--- config.mk ---
export PLATFORM = sky130hd
export DESIGN_NAME = stopwatch_ctrl
export DESIGN_NICKNAME = d
export VERILOG_FILES = /design/src/rtl/stopwatch_ctrl.sv
export SDC_FILE = /design/constraint.sdc
export NUM_CORES = 1
export LEC_CHECK = 0
export ABC_AREA = 0
export CAP_MARGIN = 20
export CORE_MARGIN = 5
export CORE_UTILIZATION = 55
export DETAILED_ROUTE_END_ITERATION = 10
export PLACE_DENSITY = 0.85
export SLEW_MARGIN = 5
export SYNTH_ARGS = -nofsm -noshare
export SYNTH_HDL_FRONTEND = slang
export SYNTH_SLANG_ARGS = --single-unit
--- constraint.sdc ---
create_clock -name CLK -period 2.1 [get_ports CLK]
set_input_delay 0.42 -clock CLK [delete_from_list [all_inputs] [get_ports CLK]]
set_output_delay 0.42 -clock CLK [all_outputs]
set_load 0.02 [all_outputs]
--- src/rtl/stopwatch_ctrl.sv ---
// Stopwatch control sequencer: button sync and edge detect, run/stop/lap/clear
// FSM, count-enable prescaler, and a live/lap display mux.
module stopwatch_ctrl #(
   parameter int TICK_DIV = 50000000
) (
   input  logic       CLK,
   input  logic       CLR,
   input  logic       STRTSTOP,
   input  logic       LAP_LOAD,
   input  logic [3:0] SEC_LSB_IN,
   input  logic [3:0] SEC_MSB_IN,
   input  logic [3:0] MINUTES_IN,
   output logic       CNT_CE,
   output logic       CNT_CLR,
   output logic [3:0] DISP_SEC_LSB,
   output logic [3:0] DISP_SEC_MSB,
   output logic [3:0] DISP_MINUTES,
   output logic       RUN_ACTIVE,
   output logic       LAP_ACTIVE
);

   localparam int            PW   = (TICK_DIV > 1) ? $clog2(TICK_DIV) : 1;
   localparam logic [PW-1:0] LAST = PW'(TICK_DIV - 1);

   typedef enum logic [1:0] {
      CLEARED  = 2'd0,
      RUNNING  = 2'd1,
      STOPPED  = 2'd2,
      LAP_HOLD = 2'd3
   } state_t;

   state_t        state, state_next;
   logic [2:0]    start_sync, lap_sync;
   logic          start_press, lap_press;
   logic          lap_capture;
   logic [PW-1:0] presc;
   logic [3:0]    lap_sec_lsb, lap_sec_msb, lap_minutes;

   // Three-stage button path [s3 s2 s1]; presetting to all-ones means a button
   // held through reset looks "already pressed" and needs a release first.
   // NOTE: sequential state uses non-blocking assignments so every flop samples
   // the pre-edge value of its neighbours, which is what makes a shift chain work.
   always_ff @(posedge CLK or posedge CLR) begin
      if (CLR) begin
         start_sync <= 3'b111;
         lap_sync   <= 3'b111;
      end else begin
         start_sync <= {start_sync[1:0], STRTSTOP};
         lap_sync   <= {lap_sync[1:0], LAP_LOAD};
      end
   end

   assign start_press = start_sync[1] & ~start_sync[2];
   assign lap_press   = lap_sync[1] & ~lap_sync[2];

   always_ff @(posedge CLK or posedge CLR) begin
      if (CLR) state <= CLEARED;
      else     state <= state_next;
   end

   // NOTE: state_next gets a default before the case so no path leaves it
   // unassigned, which would otherwise infer a latch.
   always_comb begin
      state_next = state;
      unique case (state)
         CLEARED:  if (start_press) state_next = RUNNING;
         RUNNING:  if (start_press) state_next = STOPPED;
                   else if (lap_press) state_next = LAP_HOLD;
         LAP_HOLD: if (start_press) state_next = STOPPED;
                   else if (lap_press) state_next = RUNNING;
         STOPPED:  if (start_press) state_next = RUNNING;
                   else if (lap_press) state_next = CLEARED;
         default:  state_next = CLEARED;
      endcase
   end

   assign lap_capture = (state == RUNNING) && (state_next == LAP_HOLD);

   // The lap registers have a defined reset value because they are visible on
   // the display as soon as LAP_HOLD is entered.
   always_ff @(posedge CLK or posedge CLR) begin
      if (CLR) begin
         lap_sec_lsb <= 4'd0;
         lap_sec_msb <= 4'd0;
         lap_minutes <= 4'd0;
      end else if (lap_capture) begin
         lap_sec_lsb <= SEC_LSB_IN;
         lap_sec_msb <= SEC_MSB_IN;
         lap_minutes <= MINUTES_IN;
      end
   end

   // Prescaler keys off the current state, so a wrap on the edge that leaves
   // RUNNING still emits its pulse; STOPPED holds the sub-tick fraction.
   always_ff @(posedge CLK or posedge CLR) begin
      if (CLR) begin
         presc  <= '0;
         CNT_CE <= 1'b0;
      end else begin
         CNT_CE <= 1'b0;
         unique case (state)
            CLEARED: presc <= '0;
            RUNNING, LAP_HOLD: begin
               if (presc == LAST) begin
                  presc  <= '0;
                  CNT_CE <= 1'b1;
               end else begin
                  presc <= presc + PW'(1);
               end
            end
            default: presc <= presc;
         endcase
      end
   end

   always_ff @(posedge CLK or posedge CLR) begin
      if (CLR) CNT_CLR <= 1'b1;
      else     CNT_CLR <= (state_next == CLEARED);
   end

   assign RUN_ACTIVE = (state == RUNNING) || (state == LAP_HOLD);
   assign LAP_ACTIVE = (state == LAP_HOLD);

   assign DISP_SEC_LSB = LAP_ACTIVE ? lap_sec_lsb : SEC_LSB_IN;
   assign DISP_SEC_MSB = LAP_ACTIVE ? lap_sec_msb : SEC_MSB_IN;
   assign DISP_MINUTES = LAP_ACTIVE ? lap_minutes : MINUTES_IN;

endmodule

==> flow_summary.toml <==
[run_status]
status = "finished, final reports clean"

[global_routing]
grt.overflow.total = 0
grt_pass1_wl_um = 9290
grt_max_degree = 24
grt_pass1_vias = 2008
grt.total_usage_pct = 19.2
antenna_found_initial = 0

[timing]
fmax_ghz = 0.491
skew_ps = 10.8
period_share_pct = 96.9
slew_viol_final = 0
finalSetupTns_ps = 0
worst_pin_slew_ps = 1110
setup_violations = 0
fin_crit_ps = 2040
hold_violations = 0
slew_headroom_pct = 25.9

[logic_synthesis]
syn_area_sq_um = 2460
synth.area.top_cells = "dfrtp_1 42%, mux2_2 11%, dfstp_2 7.5%"
synth-async-reset-ratio_pct = 100
seq_area_frac_synth_pct = 49.1
synth_edf_count = 0
synth_ff_type = "dfrtp_1"
synth_area_per_cell_sq_um = 10.4
syn-instance-count = 238
synth_seq_cells = 48
synth_cell_type_count = 48
yosysTopAreaCell = "dfrtp_1"
yosysTopAreaCellShare_pct = 41.6
yosysWarnings = 0
synth_nets = 255

[drt]
drc_errors = 0
wl_per_cell_um = 15.7
drt_iter0_drc = 97
viasPerCell = 5.97
drt-total-wl_um = 5310
antenna_left = 0
vias = 2019
first_pass_iters = 4

[cells_and_area]
drive_gt1_share_pct = 24.1
utilization_pct = 70.7
nets = 302
n_antenna_cell = 0
final_common_cell = "dfrtp_1"
syn_to_final_growth_pct = 24.9
postLayoutCellArea_sq_um = 3080
n_fill_cell = 310
final_cell_mix = "41 x dfrtp_1, 24 x mux2_2, 21 x nand2_1"

[place]
place_congestion = 0.824
dp_hpwl_um = 3810
placed_cell_area_sq_um = 2950
port_buffers = 31

[critical_path]
critPathCaptureType = "primary output"
crit_path_max_fanout = 13
reg2reg_depth = 6
cp_data_arrival_time_ps = 1620
critPathLaunchType = "flip-flop"
critPathKind = "flip-flop to primary output"
regToRegSetupSlack_ps = 90
crit_required_ps = 1680

[clock_tree]
clockBufferDepth = 2
hold_buffers = 0
clk_pin_slew_worst_paths_ps = 80
clk_latency_ps = 310
cts_buffers = 5
cts_root_buf = "clkbuf_8"
clock_sinks = 48
cts_tree = "built"
htree_num_levels = 2

[power]
powerDensity_nw_per_um2 = 1030
ir_worst_vdd_uv = 811
p_total_mw = 3.16
power.leakage_nw = 1.29

[floorplanning]
io_pins = 32
die_y_um = 76.9
die_w_um = 76.9
core_sq_um = 4350
die-area_sq_um = 5920
rows = 24
start_util_pct = 56.6

[min_path]
hold_path_class = "flip-flop to flip-flop"
hold_depth = 0

[run]
max_cap_viol_count = 0
## report_power, final
part	leakage, nW	switching, mW	internal, mW
logic	0.619	0.654	0.582
clock network	0.0614	0.312	0.389
registers	0.612	0.110	1.11
total	1.29	1.08	2.08
## layout make-up
| cell class | instances | area, sq um | share of cell area (%) |
|---|---|---|---|
| repair buffers | 51 | 487 | 15.8 |
| multi-input cells | 171 | 1160 | 37.8 |
| clock inverters | 2 | 38.8 | 1.26 |
| inverters | 8 | 30.0 | 0.976 |
| clock buffers | 6 | 82.6 | 2.68 |
| flip-flops and latches | 48 | 1210 | 39.3 |
| well taps | 52 | 65.1 | 2.11 |
## critical path, cell delays in order (launching register included)
cell and delay [ps]:
dfrtp_1 390, nand2_1 120, buf_12 150, mux2_2 330, dlygate4sd2_1 320
## Yosys cell counts (4+ instances only)
library cell and number:
clkbuf_1 5, inv_1 7, o21ai_0 15, nand2_1 21, nand4_1 10, or3_1 4, nor4_1 5, nor2_1 9
a21oi_1 15, mux2_2 24, dfrtp_1 41, dfstp_2 7, nor3_1 4, a31oi_1 6, and3_1 6, nand3_1 12
## per-stage QoR
stage	worst slack [ps]	hold WS (ps)	std cells
after global placement	40.7	347	329
final	64.5	362	338
after floorplan	170	345	238
after CTS	29.4	362	337
after detailed placement	-2.98	349	329
after global routing	-5.56	369	338
## flip-flops by register name, summed over array words and instances (netlist names)
| name | cells |
|---|---|
| lap_sec_lsb | 4 |
| presc | 26 |
| CNT_CLR | 1 |
| state | 2 |
| lap_sec_msb | 4 |
| lap_minutes | 4 |
| lap_sync | 3 |
| start_sync | 3 |
| CNT_CE | 1 |
## worst paths after layout
path | from | to
min in group asynchronous | CLR | lap_sec_msb[2]$_DFFE_PP0P_
setup / recovery | state[0]$_DFF_PP0_ | DISP_SEC_MSB[1]
setup reg to reg | presc[24]$_DFFE_PP0P_ | presc[11]$_DFFE_PP0P_
hold / removal | lap_sync[0]$_DFF_PP1_ | lap_sync[1]$_DFF_PP1_
max in group asynchronous | CLR | presc[24]$_DFFE_PP0P_
hold reg to reg | lap_sync[0]$_DFF_PP1_ | lap_sync[1]$_DFF_PP1_
## metal layers
layer  vias up  global-route usage (%)  share of wire [%]
met5         -                       0                  0
met1       986                    24.3                 43
met2        50                    30.9                 49
li1        975                       -                  -
met3         8                    5.74                6.3
met4         0                    6.99                1.4
## kinds of logic (layout without fill, tap and decap cells)
logic type	Yosys count	after routing	share of synthesized area [%]
AOI/OAI and AO/OA	52	52	13.1
xor gates and xnor gates	4	4	1.42
adders and majority gates	1	1	0.508
buffers and inverters	19	67	4.01
DFF	48	48	49.1
muxes	27	27	12.2
and+or+nand+nor	87	87	19.7
## timing repair
action                                  in CTS  in global routing
pin swaps                                    0                  1
buffers inserted                             0                  1
resized for setup                           12                  5
endpoints found under the setup margin      12                  8
Note: power is estimated with default switching activity, not from simulation.
